File: config.mk
export PLATFORM = sky130hd
export DESIGN_NAME = shiftreg_ctrl
export DESIGN_NICKNAME = d
export VERILOG_FILES = /design/src/rtl/shiftreg_ctrl.sv
export SDC_FILE = /design/constraint.sdc
export NUM_CORES = 1
export LEC_CHECK = 0
export BUFFER_PORTS_ARGS = -buffer_cell sky130_fd_sc_hd__buf_2
export CORE_MARGIN = 8
export CORE_UTILIZATION = 30
export CTS_CLUSTER_SIZE = 40
export DETAILED_ROUTE_END_ITERATION = 10
export SLEW_MARGIN = 20
export SYNTH_ARGS = -nofsm -noshare
export SYNTH_HDL_FRONTEND = slang
export SYNTH_SLANG_ARGS = --single-unit
File: constraint.sdc
create_clock -name clk_i -period 2.9 [get_ports clk_i]
set_input_delay 0.58 -clock clk_i [delete_from_list [all_inputs] [get_ports clk_i]]
set_output_delay 0.58 -clock clk_i [all_outputs]
set_load 0.005 [all_outputs]
File: src/rtl/shiftreg_ctrl.sv
// rtl/shiftreg_ctrl.sv - valid/enable sequencer for the widening shift-register datapath
module shiftreg_ctrl #(
    parameter  int NumStages = 5,
    localparam int CntWidth  = $clog2(NumStages + 1)
) (
    input  logic                 clk_i,
    input  logic                 rst_i,
    input  logic                 in_valid_i,
    output logic                 in_ready_o,
    output logic                 out_valid_o,
    input  logic                 out_ready_i,
    output logic [NumStages-1:0] stage_en_o,
    input  logic                 flush_i,
    input  logic                 clear_i,
    output logic                 flush_done_o,
    output logic                 busy_o,
    output logic [CntWidth-1:0]  count_o
);

    localparam logic [1:0] StIdle  = 2'd0;
    localparam logic [1:0] StBusy  = 2'd1;
    localparam logic [1:0] StDrain = 2'd2;

    logic [NumStages-1:0] v_q;
    logic [NumStages-1:0] v_d;
    logic [NumStages-1:0] free;
    logic [NumStages-1:0] src;
    logic [NumStages-1:0] stage_en;
    logic [1:0]           state_q;
    logic [1:0]           state_d;
    logic [CntWidth-1:0]  count_q;
    logic [CntWidth-1:0]  count_d;
    logic                 accept;
    logic                 in_xfer;

    // A register can load when it is empty or its contents move on this cycle;
    // walked from the output end so that bubbles anywhere downstream collapse.
    always_comb begin
        logic chain;
        free  = '0;
        chain = out_ready_i;
        for (int i = NumStages - 1; i >= 0; i--) begin
            chain   = !v_q[i] | chain;
            free[i] = chain;
        end
    end

    // New samples are refused while draining, flushing, clearing or in reset.
    assign accept     = (state_q != StDrain) & !flush_i & !clear_i & !rst_i;
    assign src        = {v_q[NumStages-2:0], in_valid_i & accept};
    assign stage_en   = clear_i ? '0 : (src & free);
    assign in_ready_o = free[0] & accept;
    assign in_xfer    = in_valid_i & in_ready_o;

    // Next-valid: a register is valid if it loads now or holds because its successor is blocked.
    always_comb begin
        v_d = '0;
        for (int i = 0; i < NumStages - 1; i++) begin
            v_d[i] = stage_en[i] | (v_q[i] & !free[i+1]);
        end
        v_d[NumStages-1] = stage_en[NumStages-1] | (v_q[NumStages-1] & !out_ready_i);
        if (clear_i) begin
            v_d = '0;
        end
    end

    // Occupancy is the popcount of the next valid vector so it tracks v exactly.
    always_comb begin
        count_d = '0;
        for (int i = 0; i < NumStages; i++) begin
            count_d = count_d + CntWidth'(v_d[i]);
        end
    end

    // Sequencing state: idle, moving samples, or draining without new input.
    always_comb begin
        state_d = state_q;
        if (clear_i) begin
            state_d = StIdle;
        end else begin
            case (state_q)
                StIdle: begin
                    if (flush_i) begin
                        state_d = StDrain;
                    end else if (in_xfer) begin
                        state_d = StBusy;
                    end
                end
                StBusy: begin
                    if (flush_i) begin
                        state_d = StDrain;
                    end else if (count_d == '0) begin
                        state_d = StIdle;
                    end
                end
                StDrain: begin
                    if (count_q == '0) begin
                        state_d = StIdle;
                    end
                end
                default: state_d = StIdle;
            endcase
        end
    end

    // State registers; reset empties the pipeline the same way clear does.
    always_ff @(posedge clk_i) begin
        if (rst_i) begin
            v_q     <= '0;
            count_q <= '0;
            state_q <= StIdle;
        end else begin
            v_q     <= v_d;
            count_q <= count_d;
            state_q <= state_d;
        end
    end

    assign stage_en_o   = stage_en;
    assign out_valid_o  = v_q[NumStages-1];
    assign count_o      = count_q;
    assign busy_o       = (state_q != StIdle);
    assign flush_done_o = (state_q == StDrain) && (count_q == '0);

    a_count_bound : assert property (@(posedge clk_i) disable iff (rst_i)
        count_q <= CntWidth'(NumStages));
    a_en_needs_free : assert property (@(posedge clk_i) disable iff (rst_i)
        (stage_en & ~free) == '0);
    a_no_load_in_drain : assert property (@(posedge clk_i) disable iff (rst_i)
        !((state_q == StDrain) && stage_en[0]));

endmodule
==> results of run 1 <==
placed cells by master, fill, tap and decap left out, drive strengths merged, types with 3 or more instances in the layout:
| master | instances |
|---|---|
| nor3 | 3 |
| dfxtp | 10 |
| clkbuf | 4 |
| nand2b | 4 |
| nor2 | 8 |
| nor4 | 3 |
| nor2b | 6 |
| a21oi | 7 |
| buf | 20 |
cell families after synthesis:
group	share of synthesized area [%]
and+or+nand+nor	39.4
AOI/OAI and AO/OA	10.4
DFF	36.9
buffers and inverters	3.68
adders and majority gates	9.68
worst max-delay path: stages:
cell and delay, ps:
buf_2 100, and4b_1 300, nand3_1 130, a21oi_2 180
fa_1 420, fa_1 380, ha_1 300, o311ai_0 320
o21ai_1 110
metal layers:
metal,track usage (%),share of wire [%]
met1,8.75,45
met2,13.1,48
met3,3.26,6.2
met4,4.20,1.5
met5,0,0
state kept, by name, indices dropped and copies added (netlist names):
signal,flops
count_o,3
v_q,5
state_q,2
area by class of cell:
class	count	share of cell area, %
timing repair buffer	20	15.3
clock buffer	4	5.17
sequential	10	28.5
tap	25	4.46
multi-input combinational	47	46.5
worst paths after layout:
kind | endpoint | startpoint | cells after the start | slack [ps]
setup / recovery | state_q[0] | out_ready_i | 9 | 230
hold reg to reg | state_q[0] | state_q[0] | 2 | 540
setup reg to reg | state_q[0] | v_q[3] | 8 | 280
hold / removal | state_q[0] | state_q[0] | 2 | 540
per-stage QoR:
step,area (um^2),util [%],setup slack (ps),instances
2_1_floorplan,543,-,125,60
3_5_place_dp,662,38.8,-81.9,102
5_1_grt,702,41.1,8.70,106
6_report,702,41.1,225,106
4_1_cts,698,40.9,192,106
3_3_place_gp,662,38.8,-27.6,102
power by group:
| part | switching [mW] | total, mW | leakage [nW] | internal (mW) |
|---|---|---|---|---|
| sequential | 0.00191 | 0.141 | 0.0809 | 0.139 |
| combinational | 0.0139 | 0.0262 | 0.222 | 0.0123 |
| clock | 0.0509 | 0.127 | 0.0210 | 0.0763 |
| total | 0.0667 | 0.294 | 0.324 | 0.228 |
==> results.cfg, run 1 <==
[route]
finalWirelength_mm = 1.24
drt-pass1-iter-count = 6
vias_per_cell = 4.56
routed-via-count = 483
post-route-drc-count = 0
drt-initial-drc-count = 3
wire_per_inst_um = 11.7
ant_nets = 0

[final_layout]
nFillCells = 181
area_growth_pct = 29.3
multi_input_area_um2 = 327
n_antenna_cell = 0
regArea_um2 = 200
final_nets = 91
layout-drive-gt1-share_pct = 35.8

[clocking]
cts_buffers = 3
cts_root_buffer = clkbuf_4
cts_sinks = 10
h-tree-depth = 1
cts-resized-gates = 0
cts_post_setup_buffers_inserted = 0
cts.reportedPaths.clkPinSlew_ps = 60
cts_tree = built
cts.path.max_buffers = 2
clk_latency_ps = 270
cts.hold.buffers_added = 0

[timing]
relSlewSlack_pct = 77.5
worst_slew_pin_slew_ps = 334
rsz0062_at_grt = no
max_freq_ghz = 0.374
hold_viol = 0
setup_viol = 0
fin_hold_ws_ps = 541
tns_ps = 0
post-route-period-util_pct = 92.2
report.final.slew_viol_count = 0
timing.final.crit_period_ps = 2670
fin_worst_skew_ps = 4.79

[synth]
synth-seq-area-share_pct = 36.9
ys_ff_latch = 10
netlist_top_cells_count = dfxtp_1, nor2_1, a21oi_1, nor2b_1, nand2b_1
synthesis.nets = 69
synth_area_leaders = dfxtp_1, fa_1, nor2b_1
ys.warnings.count = 0
yosysMostFrequentCell = dfxtp_1
avgSynthCellArea_um2 = 9.05
post-synth-top-area-cell = dfxtp_1
synth_edf_count = 0
synthArstFlopShare_pct = 0
synth.distinct_cells = 23
synthCells = 60
synthFlopType = dfxtp_1
netlist_area_um2 = 543
netlist.area_leader.share_pct = 36.9

[grt]
overflow = 0
grt_pass1_wl_mm = 2.16
antenna_found_initial = 0
grt_pass1_vias = 512
grt_usage_pct = 8.04
grt_start_max_net_pins = 14

[placement]
dp_hpwl_mm = 1.01
place_congestion = 0.679
io_buffer_count = 17

[run_status]
status = complete, no violations

[floorplanning]
die_area_um2 = 3430
initial_utilization_pct = 31.8
rows = 15
coreArea_um2 = 1710
num_io_pins = 18
fp.dieW_um = 58.5
die_y_um = 58.5

[critical_path]
end_kind = register
crit_path_start_kind = input pin
critPathArrivalTime_ps = 2820
crit_path_max_fanout = 4
path_class = input pin to register
worstPathRequired_ps = 3040

[power]
totalPowerFinal_uw = 294
leakagePower_nw = 0.324
ir_drop_v = 0.000321
power_density_nw_per_um2 = 420

[run]
cap_violations = 0

[hold_path]
min_path_type = register to register
No activity file was read; power rests on OpenSTA's default activity.
==> inputs of run 2 (changes only) <==
Settings changed: MAX_ROUTING_LAYER set to met4.
==> run 2 against run 1 <==
Effect of this change:
- cell area unchanged
- critical path type unchanged
- hold slack got worse by 4.7 ps
- sequential power about the same
- global-route usage increased by 0.21 points
- maximum frequency increased by 0.32%
- highest routed layer unchanged
- critical endpoint unchanged
- combinational power about the same
- wire length unchanged
- total power increased by 0.13%
- critical path depth unchanged
- largest cell class unchanged
==> results.cfg, run 2 (synthesis gave the netlist of run 1 again) <==
[run_status]
status = complete, no violations

[grt]
overflow = 0
antenna_found_initial = 0
grt_pass1_vias = 511
grt_start_max_net_pins = 14
grt_usage_pct = 8.25
grt_pass1_wl_mm = 2.16

[clocking]
cts_tree = built
cts_root_buffer = clkbuf_4
h-tree-depth = 1
cts_buffers = 3
cts.hold.buffers_added = 0
cts.path.max_buffers = 2
cts_post_setup_buffers_inserted = 0
cts.reportedPaths.clkPinSlew_ps = 60
cts_sinks = 10
clk_latency_ps = 270

[placement]
placed_area_um2 = 662
dp_slack_ps = -81.9
dp_hpwl_mm = 1.01
place_congestion = 0.685
dp.cells = 102
io_buffer_count = 17

[route]
finalWirelength_mm = 1.24
routed-via-count = 482
ant_nets = 0
vias_per_cell = 4.55
wire_per_inst_um = 11.7
post-route-drc-count = 0
drt-initial-drc-count = 6
drt-pass1-iter-count = 6

[critical_path]
end_kind = register
path_class = input pin to register
crit_path_start_kind = input pin
worstPathRequired_ps = 3040
critPathArrivalTime_ps = 2810
crit_path_max_fanout = 4

[timing]
worst_slack_ps = 234
post-route-period-util_pct = 91.9
rsz0062_at_grt = no
setup_viol = 0
tns_ps = 0
timing.final.crit_period_ps = 2670
max_freq_ghz = 0.375
report.final.slew_viol_count = 0
fin_worst_skew_ps = 5.03
worst_slew_pin_slew_ps = 322
relSlewSlack_pct = 78.4
hold_viol = 0
fin_hold_ws_ps = 536

[run]
cap_violations = 0

[final_layout]
layout-drive-gt1-share_pct = 35.8
regMostFlops = v_q
n_antenna_cell = 0
area_growth_pct = 29.3
final_cell_mix = buf_2, dfxtp_1, nor2_1
mostFrequentLayoutCell = buf_2
final_nets = 91
largest_reg_flops = 5
fin_cells = 106
final_util_pct = 41.1
fin_area_um2 = 702

[floorplanning]
num_io_pins = 18
die_area_um2 = 3430
rows = 15
coreArea_um2 = 1710
die_y_um = 58.5
fp.dieW_um = 58.5
initial_utilization_pct = 31.8

[power]
ir_drop_v = 0.000322
power_density_nw_per_um2 = 420
totalPowerFinal_uw = 295
leakagePower_nw = 0.324

[hold_path]
min_path_type = register to register
## run 2: layout make-up
class	count	area [um^2]
clock buffer	4	36.3
tap	25	31.3
timing repair buffer	20	108
sequential	10	200
multi-input combinational	47	327
fill	181	1010
## run 2: report_power, final
group	total (mW)	internal (mW)	leakage (nW)	switching (mW)
clock	0.128	0.0763	0.0210	0.0513
sequential	0.141	0.139	0.0809	0.00191
combinational	0.0261	0.0123	0.222	0.0139
## run 2: per-layer routing
metal | vias up | routed length, um | share of wire [%] | global-route usage, %
li1 | 253 | - | - | -
met1 | 213 | 567 | 46 | 8.88
met2 | 12 | 587 | 47 | 13.1
met3 | 4 | 64 | 5.2 | 3.04
met4 | 0 | 24 | 1.9 | 4.20
met5 | - | 0 | 0 | -
## run 2: worst max-delay path, cell delays in order
cell	delay, ps
buf_2	100
and4b_1	300
nand3_1	130
a21oi_2	180
fa_1	420
fa_1	380
ha_1	300
o311ai_0	310
o21ai_1	110
## run 2: final timing paths
| check | start | to | slack (ps) | depth (start not counted) |
|---|---|---|---|---|
| hold / removal | state_q[0] | state_q[0] | 540 | 2 |
| setup reg to reg | v_q[3] | state_q[0] | 290 | 8 |
| setup / recovery | out_ready_i | state_q[0] | 230 | 9 |
| hold reg to reg | state_q[0] | state_q[0] | 540 | 2 |
## run 2: repair_timing
item / in CTS / in global routing
setup endpoints to repair: 0 / 1
hold endpoints to repair: 0 / 0
resized for setup: 0 / 1
==> inputs of run 3 (changes only) <==
Clock period 2.9 ns to 3.1 ns, I/O delays scaled along.
==> run 3 against run 2 <==
Effect of this change:
- cell area decreased by 2.7%
- sequential share of layout area increased by 0.78 points
- utilization decreased by 1.1 points
- flip-flop and latch count unchanged
- wire length decreased by 6.1%
- worst setup slack improved by 120 ps
- cell count decreased by 1.9%
- global-route usage unchanged
- largest cell class unchanged
==> results.cfg, run 3 (synthesis gave the netlist of run 1 again) <==
[final_layout]
largest_reg_flops = 5
final_cell_mix = buf_2, dfxtp_1, nor2_1
regMostFlops = v_q
mostFrequentLayoutCell = buf_2
final_util_pct = 40.0
layout-drive-gt1-share_pct = 32.9
fin_area_um2 = 683
n_antenna_cell = 0
final_nets = 89
area_growth_pct = 25.8

[placement]
io_buffer_count = 17
place_congestion = 0.713
dp_hpwl_um = 953
placed_area_um2 = 647

[floorplanning]
initial_utilization_pct = 31.8
num_io_pins = 18
fp.dieW_um = 58.5
die_y_um = 58.5
coreArea_um2 = 1710
die_area_um2 = 3430
rows = 15

[clocking]
cts_buffers = 3
cts-resized-gates = 0
cts_sinks = 10
cts.path.max_buffers = 2
cts.reportedPaths.clkPinSlew_ps = 70
clk_latency_ps = 270
h-tree-depth = 1
cts.hold.buffers_added = 0
cts_post_setup_buffers_inserted = 0
cts_root_buffer = clkbuf_4
cts_tree = built

[critical_path]
critPathTopFamily = adder cells
rr_startpoint = v_q[3]
reg2reg_slack_ps = 450
crit_path_max_fanout = 4
cp_num_buf_inv = 1
slowest_stage = fa_1
crit_path_start_kind = input pin
path_class = input pin to register
critical-path-max-stage-delay_ps = 440
cp_num_cells = 9
critPathCapture = state_q[0]
cp-startpoint = out_ready_i
end_kind = register
reg2reg_depth = 8
path_cells = buf_2 -> and4b_1 -> nand3_1 -> a21oi_1 -> fa_1 -> fa_1 -> ha_1 -> o311ai_0 -> o21ai_1
critPathArrivalTime_ps = 2890
worstPathRequired_ps = 3240
worst_path_most_repeated_cell = fa_1
timing.rr.end = state_q[0]

[timing]
relSlewSlack_pct = 79.1
max_freq_ghz = 0.364
worst_slew_pin_slew_ps = 309
post-route-period-util_pct = 88.6
timing.final.crit_period_ps = 2750
tns_ps = 0
fin_worst_skew_ps = 1.13
rsz0062_at_grt = no
hold_viol = 0
fin_hold_ws_ps = 546
setup_viol = 0
report.final.slew_viol_count = 0

[hold_path]
worst_hold_path.num_cells = 2
min_path_type = register to register

[route]
wire_per_inst_um = 11.2
ant_nets = 0
routed-via-count = 465
drt-initial-drc-count = 1
post-route-drc-count = 0
drt-pass1-iter-count = 2
finalWirelength_mm = 1.17
vias_per_cell = 4.47

[run_status]
status = complete, no violations

[grt]
grt_use_met2_pct = 12.3
grt_usage_pct = 8.25
grt_start_max_net_pins = 14
grtUsageMet3_pct = 2.83
overflow = 0
grt_pass1_vias = 507
antenna_found_initial = 0
busiest_layer = met2
grt_pass1_wl_mm = 2.13
grt_use_met1_pct = 9.25

[power]
power_density_nw_per_um2 = 401
ir_drop_v = 0.000141
leakagePower_nw = 0.314

[run]
cap_violations = 0
[run 3: changes by cell type in the layout (fill, tap and decap cells not counted), sizes merged]
cell  delta
buf      -2
[run 3: area by class of cell]
class / count / area, um^2
multi-input cells: 47 / 323
flip-flops and latches: 10 / 200
fillers: 174 / 1020
clock buffers: 4 / 36.3
well taps: 25 / 31.3
repair buffers: 18 / 92.6
[run 3: worst min path at each step]
stage                from  slack, ps          to
2_1_floorplan  state_q[0]        480  state_q[0]
3_3_place_gp   state_q[0]        520  state_q[0]
3_5_place_dp   state_q[0]        530  state_q[0]
4_1_cts        state_q[0]        540  state_q[0]
5_1_grt            v_q[0]        580      v_q[0]
6_report       state_q[0]        550  state_q[0]
[run 3: worst register-to-register path, delay by kind of cell (launching register included)]
family          cells  cell delay (ps)
fa+ha+maj           3             1100
compound gates      3              650
simple gates        2              410
flops               1              380
[run 3: per-stage QoR]
stage          cells  setup WS (ps)  power (mW)
2_1_floorplan     60            285       0.148
3_3_place_gp     100           71.2       0.158
3_5_place_dp     100           68.0       0.158
4_1_cts          104            351       0.279
5_1_grt          104            164       0.288
6_report         104            354       0.274
[run 3: report_power, final]
| group | switching, mW | internal [mW] |
|---|---|---|
| Clock | 0.0481 | 0.0714 |
| Sequential | 0.00170 | 0.130 |
| Combinational | 0.0124 | 0.0105 |
| Total | 0.0622 | 0.212 |
[run 3: layer usage]
layer	wire (um)	part of all wire, %
met1	537	46
met2	548	47
met5	0	0
met3	49	4.2
met4	31	2.7
